$ cat config.mk
export PLATFORM = sky130hd
export DESIGN_NAME = otter_cu_fsm
export DESIGN_NICKNAME = d
export VERILOG_FILES = /design/src/rtl/otter_pkg.sv /design/src/rtl/otter_branch_cond.sv /design/src/rtl/otter_cu_fsm.sv
export SDC_FILE = /design/constraint.sdc
export NUM_CORES = 1
export LEC_CHECK = 0
export ABC_AREA = 1
export BUFFER_PORTS_ARGS = -buffer_cell sky130_fd_sc_hd__buf_2
export CAP_MARGIN = 15
export CORE_AREA = 4 4 41 43
export DETAILED_ROUTE_END_ITERATION = 7
export DIE_AREA = 0 0 45 47
export GPL_ROUTABILITY_DRIVEN = 1
export GPL_TIMING_DRIVEN = 0
export PLACE_DENSITY = 0.71
export SLEW_MARGIN = 40
export SYNTH_ARGS = -nofsm -noshare
export SYNTH_HDL_FRONTEND = slang
export SYNTH_SLANG_ARGS = --single-unit
$ cat constraint.sdc
create_clock -name CLK -period 1 [get_ports CLK]
set_clock_uncertainty 0.15 [all_clocks]
set_input_delay 0.1 -clock CLK [delete_from_list [all_inputs] [get_ports CLK]]
set_output_delay 0.1 -clock CLK [all_outputs]
set_load 0.05 [all_outputs]
$ cat src/rtl/otter_pkg.sv
// Shared definitions for the OTTER multicycle control unit: FSM states,
// opcode/funct3 constants and the PC-source select encoding used by the PC mux.
package otter_pkg;

    typedef enum logic [2:0] {
        ST_INIT  = 3'd0,
        ST_FETCH = 3'd1,
        ST_EXEC  = 3'd2,
        ST_WB    = 3'd3,
        ST_INTR  = 3'd4
    } state_e;

    localparam logic [6:0] OPC_LOAD   = 7'b0000011;
    localparam logic [6:0] OPC_STORE  = 7'b0100011;
    localparam logic [6:0] OPC_OP     = 7'b0110011;
    localparam logic [6:0] OPC_OP_IMM = 7'b0010011;
    localparam logic [6:0] OPC_LUI    = 7'b0110111;
    localparam logic [6:0] OPC_AUIPC  = 7'b0010111;
    localparam logic [6:0] OPC_JAL    = 7'b1101111;
    localparam logic [6:0] OPC_JALR   = 7'b1100111;
    localparam logic [6:0] OPC_BRANCH = 7'b1100011;
    localparam logic [6:0] OPC_SYSTEM = 7'b1110011;

    localparam logic [2:0] F3_BEQ  = 3'b000;
    localparam logic [2:0] F3_BNE  = 3'b001;
    localparam logic [2:0] F3_BLT  = 3'b100;
    localparam logic [2:0] F3_BGE  = 3'b101;
    localparam logic [2:0] F3_BLTU = 3'b110;
    localparam logic [2:0] F3_BGEU = 3'b111;

    localparam logic [2:0]  F3_PRIV  = 3'b000;
    localparam logic [2:0]  F3_CSRRW = 3'b001;
    localparam logic [11:0] IMM_MRET = 12'h302;

    localparam logic [2:0] PC_SRC_PC4    = 3'd0;
    localparam logic [2:0] PC_SRC_JALR   = 3'd1;
    localparam logic [2:0] PC_SRC_BRANCH = 3'd2;
    localparam logic [2:0] PC_SRC_JAL    = 3'd3;
    localparam logic [2:0] PC_SRC_MTVEC  = 3'd4;
    localparam logic [2:0] PC_SRC_MEPC   = 3'd5;

endpackage

$ cat src/rtl/otter_branch_cond.sv
// Branch-taken evaluation from funct3 and the rs1/rs2 compare flags.
// Reserved funct3 values (010, 011) never take the branch.
module otter_branch_cond
    import otter_pkg::*;
(
    input  logic [2:0] funct3_i,
    input  logic       br_eq_i,
    input  logic       br_lt_i,
    input  logic       br_ltu_i,
    output logic       taken_o
);

    always_comb begin
        taken_o = 1'b0;
        case (funct3_i)
            F3_BEQ:  taken_o = br_eq_i;
            F3_BNE:  taken_o = ~br_eq_i;
            F3_BLT:  taken_o = br_lt_i;
            F3_BGE:  taken_o = ~br_lt_i;
            F3_BLTU: taken_o = br_ltu_i;
            F3_BGEU: taken_o = ~br_ltu_i;
            default: taken_o = 1'b0;
        endcase
    end

endmodule

$ cat src/rtl/otter_cu_fsm.sv
// OTTER multicycle control FSM: INIT -> FETCH -> EXEC [-> WB] [-> INTR] -> FETCH.
// Interrupt entry and mret are only present when OTTER_CU_INTR_EN is defined.
module otter_cu_fsm
    import otter_pkg::*;
#(
    parameter int SEL_W = 3
) (
    input  logic             CLK,
    input  logic             RST,
    input  logic             INTR,
    input  logic             MIE,
    input  logic [31:0]      IR,
    input  logic             BR_EQ,
    input  logic             BR_LT,
    input  logic             BR_LTU,
    output logic             PC_WE,
    output logic [SEL_W-1:0] PC_SOURCE,
    output logic             RF_WE,
    output logic             MEM_RDEN1,
    output logic             MEM_RDEN2,
    output logic             MEM_WE2,
    output logic             CSR_WE,
    output logic             INT_TAKEN,
    output logic             MRET_EXEC
);

    state_e     state_q, state_d;
    logic [2:0] pc_src;
    logic       br_taken;
    logic       intr_go;
    logic       is_mret;
    logic       unused_bits;

    wire [6:0] opcode = IR[6:0];
    wire [2:0] funct3 = IR[14:12];

    assign unused_bits = &{1'b0, INTR, MIE, IR};

    otter_branch_cond u_branch_cond (
        .funct3_i (funct3),
        .br_eq_i  (BR_EQ),
        .br_lt_i  (BR_LT),
        .br_ltu_i (BR_LTU),
        .taken_o  (br_taken)
    );

`ifdef OTTER_CU_INTR_EN
    assign intr_go = INTR & MIE;
    assign is_mret = (funct3 == F3_PRIV) && (IR[31:20] == IMM_MRET);
`else
    assign intr_go = 1'b0;
    assign is_mret = 1'b0;
`endif

    always_ff @(posedge CLK or posedge RST) begin
        if (RST) state_q <= ST_INIT;
        else     state_q <= state_d;
    end

    always_comb begin
        state_d   = state_q;
        PC_WE     = 1'b0;
        pc_src    = PC_SRC_PC4;
        RF_WE     = 1'b0;
        MEM_RDEN1 = 1'b0;
        MEM_RDEN2 = 1'b0;
        MEM_WE2   = 1'b0;
        CSR_WE    = 1'b0;
        INT_TAKEN = 1'b0;
        MRET_EXEC = 1'b0;

        case (state_q)
            ST_INIT: state_d = ST_FETCH;

            ST_FETCH: begin
                MEM_RDEN1 = 1'b1;
                state_d   = ST_EXEC;
            end

            ST_EXEC: begin
                // Everything but a load retires here; the load overrides below.
                PC_WE   = 1'b1;
                state_d = intr_go ? ST_INTR : ST_FETCH;
                case (opcode)
                    OPC_LOAD: begin
                        PC_WE     = 1'b0;
                        MEM_RDEN2 = 1'b1;
                        state_d   = ST_WB;
                    end
                    OPC_STORE: MEM_WE2 = 1'b1;
                    OPC_OP, OPC_OP_IMM, OPC_LUI, OPC_AUIPC: RF_WE = 1'b1;
                    OPC_JAL: begin
                        RF_WE  = 1'b1;
                        pc_src = PC_SRC_JAL;
                    end
                    OPC_JALR: begin
                        RF_WE  = 1'b1;
                        pc_src = PC_SRC_JALR;
                    end
                    OPC_BRANCH: pc_src = br_taken ? PC_SRC_BRANCH : PC_SRC_PC4;
                    OPC_SYSTEM: begin
                        if (funct3 == F3_CSRRW) begin
                            CSR_WE = 1'b1;
                            RF_WE  = 1'b1;
                        end else if (is_mret) begin
                            MRET_EXEC = 1'b1;
                            pc_src    = PC_SRC_MEPC;
                        end
                    end
                    default: ;
                endcase
            end

            ST_WB: begin
                RF_WE   = 1'b1;
                PC_WE   = 1'b1;
                state_d = intr_go ? ST_INTR : ST_FETCH;
            end

            ST_INTR: begin
                PC_WE   = 1'b1;
                pc_src  = PC_SRC_MTVEC;
`ifdef OTTER_CU_INTR_EN
                INT_TAKEN = 1'b1;
`endif
                state_d = ST_FETCH;
            end

            default: state_d = ST_INIT;
        endcase
    end

    assign PC_SOURCE = SEL_W'(pc_src);

endmodule
; ---- After elaboration in Yosys (flattened, before gate mapping)
; Index checks and enable logic that the tools add are counted.
[totals]
output_inout_bits = 11
ramBits = 0
wordCells = 46
in_bits = 39
latchBits = 0
mem_bits_ro = 0
n_memories = 0
register_bits = 3
[op_classes]
multipliers = 0
reduce_logical = 5
eq_ne = 19
bitwise_logic = 3
n_addsub = 0
n_div = 0
mux = 18
shifts = 0
n_lt_le_gt_ge = 0
[ops]
columns = op, n
row1 = $eq 7x7->1 const B, 4
row2 = $eq 7x6->1 const B, 3
row3 = $eq 3x3->1 const B, 5
row4 = $eq 7x5->1 const B, 2
row5 = $pmux 2 s3, 2
row6 = $mux 1, 9
row7 = $eq 7x2->1 const B, 1
row8 = $eq 3x1->1 const B, 2
row9 = $eq 3x2->1 const B, 2
row10 = $logic_not 3->1, 2
row11 = $pmux 1 s2, 3
row12 = $pmux 1 s6, 1
row13 = $pmux 3 s2, 1
row14 = $reduce_or 6->1, 1
row15 = $mux 2, 2
row16 = $not 1->1, 3
row17 = $reduce_or 3->1, 1
row18 = $reduce_or 2->1, 1

; ---- Depth between registers and ports, before layout
[logic_depth]
ltp_word = 5
mapped_depth = 7
depth_no_buf = 7

; ---- Hierarchy
; Synthesis repeated with hierarchy kept, for this count alone.
[hier_totals]
cells_unflattened = 66
area_unflattened_um2 = 377.9
[modules_own_cells]
columns = mod, area_each_um2, n_inst, seq_area_each_um2, cells_per_inst
row1 = otter_cu_fsm, 309.0, 1, 50.0, 50
row2 = otter_branch_cond, 68.8, 1, 0.0, 16

; ---- Worst setup path after synthesis
; OpenSTA, ideal clock, no wires.
[synth_path]
path_type = flip-flop to output port
startpoint = register state_q[0]
endpoint = output PC_SOURCE[0]
n_path_buf = 0
path_stages_with_launch = 4
arrival_ps = 2058
setup_slack_ps = -1308
t_required_ps = 750
cell_sequence = dfrtp_1 -> inv_1 -> nand2_1 -> nor4_1
[synth_via]
elab_chain_len = 2
elab_cells_between_ends = 3
cone_classes = eq/ne (2) / mux (1)
[synth_lines]
columns = item, line
row1 = start: declaration, otter_cu_fsm.sv:27  ; state_e state_q, state_d;
row2 = start signal: assignment, otter_cu_fsm.sv:57  ; else state_q <= state_d;
row3 = $eq 3x3->1 / $eq 3x2->1 (equally long branches), otter_cu_fsm.sv:72  ; case (state_q)
row4 = $pmux 3 s2 (*), otter_cu_fsm.sv:72
row5 = end: declaration, otter_cu_fsm.sv:17  ; output logic [SEL_W-1:0] PC_SOURCE,
; Mark *: on every way between the ends. The rest lies on a longest branch, timed or not.

; ---- Worst setup path after layout
; Same ends and word-level chain as after synthesis.

==> impl_metrics.csv <==
group,metric,value,unit
outcome,status,"complete, but fails checks",
outcome,failed_checks,"negative setup slack",
die,fp.dieH,47,um
global_routing,grt_pass1_vias,428,
yosys,ys_seq_area_frac,0.157,
yosys,synth_area,319,um2
critical_path,max_stage_delay,0.38,ns
power,p_leak,0.346,nW
route,route.detailed.drc,0,
die,start_util,0.245,
worst_hold_path,min_path_type,"primary input to async pin",
global_routing,grt_pass1_wl,1.64,mm
route,drtIter0Drc,8,
clock_tree,cts_sinks,2,
timing,rsz0062_at_grt,"true",
placed_design,dp_hpwl,781,um
final_layout,final_core_util,0.462,
timing,layout_min_cycle_time,1.39,ns
global_routing,grt_max_degree,7,
final_layout,final_cells,100,
timing,min_period_over_period,1.39,
route,ant_nets,0,
final_layout,largest_reg_flops,2,
clock_tree,cts_tree,"done",
placed_design,dp_cells,95,
yosys,syn_area_per_cell,5.70,um2
timing,setup_violations,8,
clock_tree,clock_latency,0.23,ns
final_layout,n_antenna_cell,0,
global_routing,grt.overflow.total,0,
route,dr.pass1.iters,4,
clock_tree,clockBufferDepth,2,
power,worst_ir_drop_vdd,282,uV
yosys,synth_top_cell_by_area,"dfrtp_1",
yosys,synth.distinct_cells,20,
route,viasPerCell,4.50,
clock_tree,path_clk_slew,0.03,ns
timing,maxSlewViolCount,0,
route,vias,450,
final_layout,nFillCells,135,
job,maxCapViolCount,0,
clock_tree,clock-root-buffer,"clkbuf_4",
final_layout,most-common-layout-cells,"buf_2 (14), inv_1 (11), nand2_1 (8), buf_6 (8), nand3_1 (7)",
die,core,1300,um2
die,std_cell_rows,13,
final_layout,reg.largest.list,"state_q x2",
placed_design,port_buffers,22,
global_routing,antenna_found_initial,0,
critical_path,setup.worst_path.class,"flop to primary output",
clock_tree,htree_levels,1,
clock_tree,cts_made_buffers,3,
final_layout,layout_commonest_cell,"buf_2",
critical_path,path_max_fanout,6,
die,design.die.area,2120,um2
final_layout,regMostFlops,"state_q",
final_layout,synthToLayoutAreaGrowth,88.2,%
route,wl,971,um
timing,timing.final.ws_setup,-0.390,ns
placed_design,place_area,505,um2
yosys,syn-instance-count,56,
yosys,ys_seq_elements,2,
yosys,synth.area.top_cells,"dfrtp_1 (16%), inv_1 (14%), nand3_1 (11%)",
final_layout,drive_gt1_frac,0.506,
final_layout,fin_area,601,um2
timing,timing.hold.ws,0.135,ns
placed_design,gp_congestion,0.694,
final_layout,nets,126,
yosys,ys.warnings.count,0,
route,wl_per_cell,9.71,um
critical_path,critPathSlowestCell,"dfrtp_1",
critical_path,cp-start-kind,"flop",
yosys,yosysTopAreaCellShare,0.157,
timing,fmax,0.719,GHz
global_routing,track_usage,0.102,
critical_path,worstPathCellList,"inv_2 -> nand2_4 -> nor4_4 -> buf_6",
critical_path,arrival,1.14,ns
die,io_pins,50,
timing,final_hold_viol_count,0,
die,die_x,45,um
critical_path,cp.required,0.75,ns
critical_path,crit_path_end_kind,"primary output",
power,p_per_area,660,nW/um2
cell type report:
class | count | area, um2 | area share
Tap cell | 15 | 18.8 | 0.0313
Buffer | 3 | 22.5 | 0.0375
Clock buffer | 3 | 22.5 | 0.0375
Multi-Input combinational cell | 40 | 260 | 0.433
Inverter | 13 | 48.8 | 0.0812
Sequential cell | 2 | 50.0 | 0.0833
Timing Repair Buffer | 24 | 178 | 0.296
through the flow:
step	setup TNS [ns]	power [mW]	setup slack (ns)
2_1_floorplan	-2.50	0.164	-0.463
3_3_place_gp	-2.29	0.208	-0.365
3_5_place_dp	-2.33	0.209	-0.376
4_1_cts	-2.67	0.398	-0.403
5_1_grt	-3.25	0.426	-0.497
6_report	-2.59	0.396	-0.390
critical path: cells and delay by family (launching register included):
kind	cells	cell delay (ns)
DFF	1	0.38
and+or+nand+nor	2	0.25
buffers and inverters	2	0.28
cell families (layout without fill, tap and decap cells):
logic type                Yosys count  after routing  share of synthesized area
and+or+nand+nor                    31             31                      0.486
buffers and inverters              16             43                      0.224
AOI/OAI and AO/OA                   5              5                     0.0941
DFF                                 2              2                      0.157
other                               1              3                     0.0118
xor gates and xnor gates            1              1                     0.0275
synth_stat cells:
| library cell | instances |
|---|---|
| a21boi_1 | 1 |
| a21oi_1 | 1 |
| buf_4 | 3 |
| conb_1 | 1 |
| dfrtp_1 | 2 |
| inv_1 | 12 |
| inv_2 | 1 |
| nand2_1 | 9 |
| nand2_2 | 1 |
| nand3_1 | 7 |
| nand4_1 | 2 |
| nor2_1 | 5 |
| nor2_2 | 1 |
| nor3_1 | 4 |
| nor3_4 | 1 |
| nor4_1 | 1 |
| o21a_1 | 1 |
| o21ai_0 | 1 |
| o21ai_1 | 1 |
| xor2_1 | 1 |
where the power goes:
part	switching (mW)	internal [mW]
clock network	0.0473	0.133
registers	0.000367	0.0818
logic	0.0846	0.0498
path summary, 6_finish.rpt:
path | slack [ns] | startpoint | end | cells past startpoint
min in group CLK | 0.22 | IR[3] | state_q[1] | 5
max in group asynchronous | 0.45 | RST | state_q[1] | 3
hold reg to reg | 0.43 | state_q[1] | state_q[0] | 2
setup / recovery | -0.39 | state_q[0] | PC_SOURCE[0] | 4
hold / removal | 0.13 | RST | state_q[0] | 3
setup reg to reg | 0.06 | state_q[0] | state_q[1] | 3
repair_timing:
action                     4_1_cts  5_1_grt
hold buffers                     1        0
hold endpoints to repair         2        0
pin swaps                        4        2
gates resized for setup         17        0
buffers inserted                 1        0
setup endpoints to repair        8        9
metal layers:
layer	global-route usage	vias up	wire (um)
met2	0.178	24	513
met5	0	-	0
met3	0.0153	0	91
li1	-	233	-
met4	0.0351	0	0
met1	0.128	193	367
(Power assumes the default switching activity.)
